[config.mk]
export PLATFORM = sky130hd
export DESIGN_NAME = measure_rx_check_flat
export DESIGN_NICKNAME = d
export VERILOG_FILES = /design/src/rtl/measure_rx_check_if.sv /design/src/rtl/measure_rx_check.sv /design/src/flat_wrapper.sv
export SDC_FILE = /design/constraint.sdc
export NUM_CORES = 1
export LEC_CHECK = 0
export CAP_MARGIN = 20
export CORE_UTILIZATION = 35
export CTS_BUF_LIST = sky130_fd_sc_hd__clkbuf_8
export CTS_CLUSTER_SIZE = 14
export DETAILED_ROUTE_END_ITERATION = 7
export PLACE_DENSITY_LB_ADDON = 0.1
export SLEW_MARGIN = 20
export SYNTH_ARGS = -nofsm -noshare
export SYNTH_HDL_FRONTEND = slang
export SYNTH_SLANG_ARGS = --single-unit
export TNS_END_PERCENT = 5
[constraint.sdc]
create_clock -name sys_clk -period 17.4 [get_ports sys_clk]
set_input_delay 2.61 -clock sys_clk [delete_from_list [all_inputs] [get_ports sys_clk]]
set_output_delay 2.61 -clock sys_clk [all_outputs]
set_load 0.05 [all_outputs]
[src/rtl/measure_rx_check_if.sv]
// XGMII receive bundle: 64-bit data with one control bit per byte lane.
// The generator/loopback side drives it (master); the checker samples it (slave).
interface measure_rx_check_if;
  logic [63:0] xgmii_rxd;
  logic [7:0]  xgmii_rxc;

  modport master (output xgmii_rxd, output xgmii_rxc);
  modport slave  (input  xgmii_rxd, input  xgmii_rxc);
endinterface

[src/rtl/measure_rx_check.sv]
// XGMII RX checker for measurement test frames: FCS check, one-way latency, per-second stats.
// CRC engines are MSB-first CRC-32 (0x04C11DB7) fed with bit-reversed lanes, lane 0 first.
module crc32_d64 (
  input  logic [31:0] i_crc,
  input  logic [63:0] i_data,
  output logic [31:0] o_crc
);
  always_comb begin
    o_crc = i_crc;
    for (int i = 63; i >= 0; i--) begin
      if (o_crc[31] ^ i_data[i]) o_crc = {o_crc[30:0], 1'b0} ^ 32'h04C11DB7;
      else                       o_crc = {o_crc[30:0], 1'b0};
    end
  end
endmodule

module crc32_d32 (
  input  logic [31:0] i_crc,
  input  logic [31:0] i_data,
  output logic [31:0] o_crc
);
  always_comb begin
    o_crc = i_crc;
    for (int i = 31; i >= 0; i--) begin
      if (o_crc[31] ^ i_data[i]) o_crc = {o_crc[30:0], 1'b0} ^ 32'h04C11DB7;
      else                       o_crc = {o_crc[30:0], 1'b0};
    end
  end
endmodule

module measure_rx_check #(
  parameter logic [31:0] MAGIC_CODE  = 32'hA5A5_5A5A,
  parameter logic [15:0] MAX_WORDS   = 16'd190,
  parameter logic [31:0] CRC_RESIDUE = 32'hC704DD7B
) (
  input  logic              sys_clk,
  input  logic              sys_rst_n,
  input  logic              sec_oneshot,
  input  logic [31:0]       global_counter,
  measure_rx_check_if.slave xgmii,
  output logic [31:0]       rx_pps,
  output logic [31:0]       rx_throughput,
  output logic [23:0]       rx_latency,
  output logic [31:0]       rx_ipv4_ip,
  output logic [31:0]       rx_crc_err,
  output logic              rx_frame_ok
);
  typedef enum logic [1:0] {S_IDLE, S_HDR, S_BODY, S_CHECK} state_t;
  state_t r_state, w_state_next;

  logic [7:0]  w_lane [8];
  logic [63:0] w_rev64;
  logic [7:0]  w_err_lane;

  genvar gi, gj;
  generate
    for (gi = 0; gi < 8; gi++) begin : g_lane
      assign w_lane[gi]     = xgmii.xgmii_rxd[8*gi +: 8];
      assign w_err_lane[gi] = xgmii.xgmii_rxc[gi] && (w_lane[gi] == 8'hfe);
      for (gj = 0; gj < 8; gj++) begin : g_bit
        assign w_rev64[8*(7-gi)+gj] = w_lane[gi][7-gj];
      end
    end
  endgenerate

  logic w_start, w_data, w_term0, w_term4, w_err_char;
  assign w_start    = (xgmii.xgmii_rxc == 8'h01) && (xgmii.xgmii_rxd == 64'hd5555555555555fb);
  assign w_data     = (xgmii.xgmii_rxc == 8'h00);
  assign w_term0    = (xgmii.xgmii_rxc == 8'hff) && (w_lane[0] == 8'hfd);
  assign w_term4    = (xgmii.xgmii_rxc == 8'hf0) && (w_lane[4] == 8'hfd);
  assign w_err_char = |w_err_lane;

  logic [31:0] r_crc, r_res, w_crc64, w_crc32;
  crc32_d64 u_crc64 (.i_crc(r_crc), .i_data(w_rev64),        .o_crc(w_crc64));
  crc32_d32 u_crc32 (.i_crc(r_crc), .i_data(w_rev64[63:32]), .o_crc(w_crc32));

  logic [15:0] r_word, r_len, w_len_now;
  logic        r_not_test;
  logic [31:0] r_dstip, r_stamp, r_rx_time, r_acc_pps, r_acc_bytes;
  logic [31:0] r_pps, r_thru, r_ipv4, r_crc_err, w_diff;
  logic [23:0] r_latency, w_latency;
  logic        r_frame_ok;
  logic        w_crc_init, w_crc_en, w_term, w_err_inc, w_good;

  // r_word is the index of the word about to arrive, so it is one past the data-word count here.
  assign w_len_now = {r_word[12:0] - 13'd1, 3'b000} + (w_term4 ? 16'd4 : 16'd0);
  assign w_diff    = r_rx_time - r_stamp;
  assign w_latency = (w_diff[31:24] == 8'd0) ? w_diff[23:0] : 24'hffffff;

  always_ff @(posedge sys_clk or negedge sys_rst_n) begin
    if (!sys_rst_n) r_state <= S_IDLE;
    else            r_state <= w_state_next;
  end

  always_comb begin
    w_state_next = r_state;
    w_crc_init   = 1'b0;
    w_crc_en     = 1'b0;
    w_term       = 1'b0;
    w_err_inc    = 1'b0;
    w_good       = 1'b0;
    unique case (r_state)
      S_IDLE: if (w_start) begin
        w_crc_init   = 1'b1;
        w_state_next = S_HDR;
      end
      S_HDR, S_BODY: begin
        if (w_start) begin
          w_err_inc    = 1'b1;
          w_crc_init   = 1'b1;
          w_state_next = S_HDR;
        end else if (w_err_char) begin
          w_err_inc    = 1'b1;
          w_state_next = S_IDLE;
        end else if (w_data) begin
          if (r_word > MAX_WORDS) begin
            w_err_inc    = 1'b1;
            w_state_next = S_IDLE;
          end else begin
            w_crc_en     = 1'b1;
            w_state_next = (r_word >= 16'd7) ? S_BODY : S_HDR;
          end
        end else if (w_term0 || w_term4) begin
          w_term       = 1'b1;
          w_state_next = S_CHECK;
        end else begin
          w_err_inc    = 1'b1;
          w_state_next = S_IDLE;
        end
      end
      S_CHECK: begin
        w_good    = (r_res == CRC_RESIDUE) && !r_not_test && (r_len >= 16'd64);
        w_err_inc = (r_res != CRC_RESIDUE);
        if (w_start) begin
          w_crc_init   = 1'b1;
          w_state_next = S_HDR;
        end else begin
          w_state_next = S_IDLE;
        end
      end
      default: w_state_next = S_IDLE;
    endcase
  end

  always_ff @(posedge sys_clk or negedge sys_rst_n) begin
    if (!sys_rst_n) begin
      r_crc       <= '0;
      r_res       <= '0;
      r_word      <= '0;
      r_len       <= '0;
      r_not_test  <= 1'b0;
      r_dstip     <= '0;
      r_stamp     <= '0;
      r_rx_time   <= '0;
      r_acc_pps   <= '0;
      r_acc_bytes <= '0;
      r_pps       <= '0;
      r_thru      <= '0;
      r_ipv4      <= '0;
      r_crc_err   <= '0;
      r_latency   <= '0;
      r_frame_ok  <= 1'b0;
    end else begin
      if (w_crc_init) begin
        r_crc      <= 32'hffffffff;
        r_word     <= 16'd1;
        r_not_test <= 1'b0;
      end else if (w_crc_en) begin
        r_crc  <= w_crc64;
        r_word <= r_word + 16'd1;
        // Header fields are network byte order, lane 0 carrying the most significant byte.
        case (r_word)
          16'd2: if ({w_lane[4], w_lane[5]} != 16'h0800) r_not_test <= 1'b1;
          16'd3: if (w_lane[7] != 8'h11) r_not_test <= 1'b1;
          16'd4: r_dstip[31:16] <= {w_lane[6], w_lane[7]};
          16'd5: r_dstip[15:0]  <= {w_lane[0], w_lane[1]};
          16'd6: begin
            if ({w_lane[2], w_lane[3], w_lane[4], w_lane[5]} != MAGIC_CODE) r_not_test <= 1'b1;
            r_stamp[31:16] <= {w_lane[6], w_lane[7]};
            r_rx_time      <= global_counter;
          end
          16'd7: r_stamp[15:0] <= {w_lane[0], w_lane[1]};
          default: ;
        endcase
      end
      if (w_term) begin
        r_res <= w_term4 ? w_crc32 : r_crc;
        r_len <= w_len_now;
      end
      r_frame_ok <= w_good;
      if (w_good) begin
        r_latency <= w_latency;
        r_ipv4    <= r_dstip;
      end
      if (w_err_inc) r_crc_err <= r_crc_err + 32'd1;
      // A frame finishing on the second boundary opens the new window.
      if (sec_oneshot) begin
        r_pps       <= r_acc_pps;
        r_thru      <= r_acc_bytes;
        r_acc_pps   <= w_good ? 32'd1 : 32'd0;
        r_acc_bytes <= w_good ? {16'h0, r_len} : 32'd0;
      end else if (w_good) begin
        r_acc_pps   <= r_acc_pps + 32'd1;
        r_acc_bytes <= r_acc_bytes + {16'h0, r_len};
      end
    end
  end

  assign rx_pps        = r_pps;
  assign rx_throughput = r_thru;
  assign rx_latency    = r_latency;
  assign rx_ipv4_ip    = r_ipv4;
  assign rx_crc_err    = r_crc_err;
  assign rx_frame_ok   = r_frame_ok;
endmodule
[src/flat_wrapper.sv]
// flat-port wrapper written by rule: the top's interface ports become plain ports
module measure_rx_check_flat 
#(
  parameter logic [31:0] MAGIC_CODE  = 32'hA5A5_5A5A,
  parameter logic [15:0] MAX_WORDS   = 16'd190,
  parameter logic [31:0] CRC_RESIDUE = 32'hC704DD7B
)
  (sys_clk, sys_rst_n, sec_oneshot, global_counter, rx_pps, rx_throughput, rx_latency, rx_ipv4_ip, rx_crc_err, rx_frame_ok, xgmii_xgmii_rxd, xgmii_xgmii_rxc);
  measure_rx_check_if xgmii_i ();
  input  logic sys_clk;
  input  logic sys_rst_n;
  input  logic sec_oneshot;
  input  logic [31:0] global_counter;
  output logic [31:0] rx_pps;
  output logic [31:0] rx_throughput;
  output logic [23:0] rx_latency;
  output logic [31:0] rx_ipv4_ip;
  output logic [31:0] rx_crc_err;
  output logic rx_frame_ok;
  input wire logic [$bits(xgmii_i.xgmii_rxd)-1:0] xgmii_xgmii_rxd;
  input wire logic [$bits(xgmii_i.xgmii_rxc)-1:0] xgmii_xgmii_rxc;
  assign xgmii_i.xgmii_rxd = xgmii_xgmii_rxd;
  assign xgmii_i.xgmii_rxc = xgmii_xgmii_rxc;
  measure_rx_check #(.MAGIC_CODE(MAGIC_CODE), .MAX_WORDS(MAX_WORDS), .CRC_RESIDUE(CRC_RESIDUE)) u_core (.sys_clk(sys_clk), .sys_rst_n(sys_rst_n), .sec_oneshot(sec_oneshot), .global_counter(global_counter), .xgmii(xgmii_i), .rx_pps(rx_pps), .rx_throughput(rx_throughput), .rx_latency(rx_latency), .rx_ipv4_ip(rx_ipv4_ip), .rx_crc_err(rx_crc_err), .rx_frame_ok(rx_frame_ok));
endmodule
==> results.sh <==
export IMPL_synth_compound_area_share_pct=5.78
export IMPL_yosysWarnings=0
export IMPL_synthMuxAreaShare_pct=10.9
export IMPL_maxCapViolCount=0
export IMPL_setup_viol=0
export IMPL_min_path_type="reg2reg"
export IMPL_hold_viol=0
export IMPL_cts_root_buf="clkbuf_8"
export IMPL_ctsResizeCount=0
export IMPL_vias_per_cell=4.94
export IMPL_nNetsFinal=2703
export IMPL_antenna_found_initial=5
export IMPL_ys_dominant_reg_cell="dfrtp_1"
export IMPL_setup_tns_ns=0
export IMPL_crit_top_cell="xnor2_1"
export IMPL_area_delta_synth_final_pct=20.6
export IMPL_rsz0062_at_grt="no"
export IMPL_synth_simple_area_share_pct=9.12
export IMPL_slowest_delay_ns=0.84
export IMPL_htree_num_levels=3
export IMPL_cts_tree="built"
export IMPL_outcome="completed"
export IMPL_firstDrtPassIters=5
export IMPL_ys_seq_area_share_pct=39.9
export IMPL_final_area_mm2=0.0307
export IMPL_async_reset_ff_share_pct=100
export IMPL_post_route_min_period_ns=10.09
export IMPL_synth_cell_types=71
export IMPL_clk_pin_slew_worst_paths_ns=0.05
export IMPL_synth_xor_area_share_pct=29.3
export IMPL_grt_overflow_total=0
export IMPL_place_detailed_hpwl_um=59700
export IMPL_synth_top_family_by_area="XOR/XNOR gates"
export IMPL_grt_pass1_vias=18200
export IMPL_slowest_stage="xnor2_1"
export IMPL_coreArea_mm2=0.0717
export IMPL_grt_use_total_pct=20.8
export IMPL_path_class="in2reg"
export IMPL_grt_pass1_wl_um=116000
export IMPL_drive_gt1_share_pct=17.5
export IMPL_io_pins=260
export IMPL_worstPathArrival_ns=10.61
export IMPL_avgRoutedWirePerCell_um=21.5
export IMPL_ys_ff_latch=406
export IMPL_ant_nets=0
export IMPL_place_congestion=0.946
export IMPL_initial_core_util_pct=35.5
export IMPL_skew_ns=0.0453
export IMPL_postSynthCellCount=2246
export IMPL_die_w_um=272
export IMPL_finalMaxSlewViolations=0
export IMPL_worst_skew_pair_late_latency_ns=0.68
export IMPL_post_cts_buffers=0
export IMPL_startpoint_type="primary input"
export IMPL_netlist_area_mm2=0.0254
export IMPL_period_share_pct=58.0
export IMPL_io_buffers=257
export IMPL_critPathRequiredTime_ns=17.92
export IMPL_grt_max_degree=102
export IMPL_tightest_slew_ns=1.01
export IMPL_crit_fanout=6
export IMPL_end_kind="flip-flop"
export IMPL_synth_edf_count=0
export IMPL_mostFrequentLayoutCells="dfrtp_1, xnor2_1, clkdlybuf4s50_1, mux2_2, xor2_1"
export IMPL_synth_fa_ha_area_share_pct=2.86
export IMPL_clock_sinks=406
export IMPL_cts_buffer_depth=3
export IMPL_syn_area_per_cell_um2=11.3
export IMPL_dpl_cell_area_mm2=0.0291
export IMPL_first_iter_violations=1024
export IMPL_cts_buffers=78
export IMPL_cts_hold_buf=0
export IMPL_die_h_um=272
export IMPL_design_die_area_mm2=0.0738
export IMPL_wl_um=76200
export IMPL_fmax_mhz=99.1
export IMPL_utilization_pct=42.8
export IMPL_relSlewSlack_pct=32.5
export IMPL_remaining_drc_errors=0
export IMPL_mostFrequentLayoutCell="dfrtp_1"
export IMPL_num_rows=98
export IMPL_dr_total_vias=17500
export IMPL_cp_cell_sequence="clkdlybuf4s50_1 -> xnor2_1 -> xnor2_1 -> xnor3_1 -> xnor3_1 -> xnor2_1 -> xnor3_1 -> xor2_1 -> xor2_2 -> xnor2_1 -> xnor2_1 -> xnor2_2 -> xnor2_1 -> xnor2_2 -> xnor2_2 -> xnor2_1 -> xor2_2 -> xnor2_2 -> xnor2_1 -> nor2_1 -> a211o_1"
export IMPL_holdWs_ns=0.470
cell families (layout without fill, tap and decap cells):
logic type	Yosys count	in the layout
buffers and inverters	141	483
AOI/OAI and AO/OA	237	237
other	1	7
xor gates and xnor gates	672	672
muxes	251	251
adders and majority gates	57	57
DFF	406	406
and+or+nand+nor	481	481
sequential cells by signal, summed over array words and instances (netlist names), 16 cells and up:
name,count
u_core.r_acc_bytes,30
u_core.r_acc_pps,32
u_core.r_crc,32
u_core.r_dstip,32
u_core.r_res,32
u_core.r_rx_time,32
u_core.r_stamp,32
u_core.r_word,16
u_core.rx_crc_err,32
u_core.rx_ipv4_ip,32
u_core.rx_latency,24
u_core.rx_pps,32
u_core.rx_throughput,30
layout make-up:
cell class | count | area [um2]
Antenna cell | 5 | 12.5
Tap cell | 950 | 1190
Sequential cell | 406 | 10200
Multi-Input combinational cell | 1700 | 14800
Inverter | 75 | 282
Clock buffer | 96 | 1320
Clock inverter | 34 | 189
Fill cell | 6857 | 41100
Timing Repair Buffer | 278 | 2740
critical path: cells and delay by family:
| kind | cells | cell delay (ns) |
|---|---|---|
| xor+xnor | 18 | 7.06 |
| buf+inv | 1 | 0.61 |
| compound gates | 1 | 0.27 |
| simple gates | 1 | 0.05 |
per-stage QoR:
| step | setup slack [ns] | cells |
|---|---|---|
| global placement | 6.50 | 3409 |
| global route | 6.91 | 3541 |
| finish | 7.31 | 3544 |
| floorplan | 8.68 | 2247 |
| CTS | 7.31 | 3539 |
| detailed placement | 6.60 | 3409 |
per-layer routing:
layer	part of all wire (%)	vias to the layer above	routed length, um	GRT usage (%)
met3	5.4	100	4090	4.46
li1	-	8207	-	-
met2	46	435	35300	33.3
met5	0.028	-	21	0
met4	2.3	4	1760	6.11
met1	46	8744	35100	28.3
synthesized netlist by cell type (24+ instances only):
cell type / count / area, um2
xnor3_1: 26 / 586
o21ai_0: 105 / 526
nand2_1: 154 / 578
mux2i_1: 46 / 460
xor2_1: 158 / 1380
o22a_1: 26 / 228
mux2_2: 205 / 2310
a21oi_1: 41 / 205
xor2_2: 24 / 390
dfrtp_1: 406 / 10200
xnor2_2: 54 / 878
clkbuf_1: 60 / 225
nand3_1: 40 / 200
ha_1: 55 / 688
nor2_1: 127 / 477
xnor2_1: 375 / 3280
inv_1: 75 / 282
and3_1: 25 / 156
path summary, 6_finish.rpt:
path	startpoint	endpoint	slack, ns	cells past startpoint
setup / recovery	xgmii_xgmii_rxd[8]	u_core.r_crc[10]	7.31	21
hold / removal	u_core.rx_crc_err[31]	u_core.rx_crc_err[31]	0.47	1
setup reg to reg	u_core.r_crc[23]	u_core.r_crc[10]	9.50	20
hold reg to reg	u_core.rx_crc_err[31]	u_core.rx_crc_err[31]	0.47	1
max in group asynchronous	sys_rst_n	u_core.r_res[0]	13.19	3
min in group asynchronous	sys_rst_n	u_core.r_acc_pps[18]	1.98	1
Power is not shown: default switching activity piles up to over one toggle a cycle in this logic, so the estimate is an artifact.
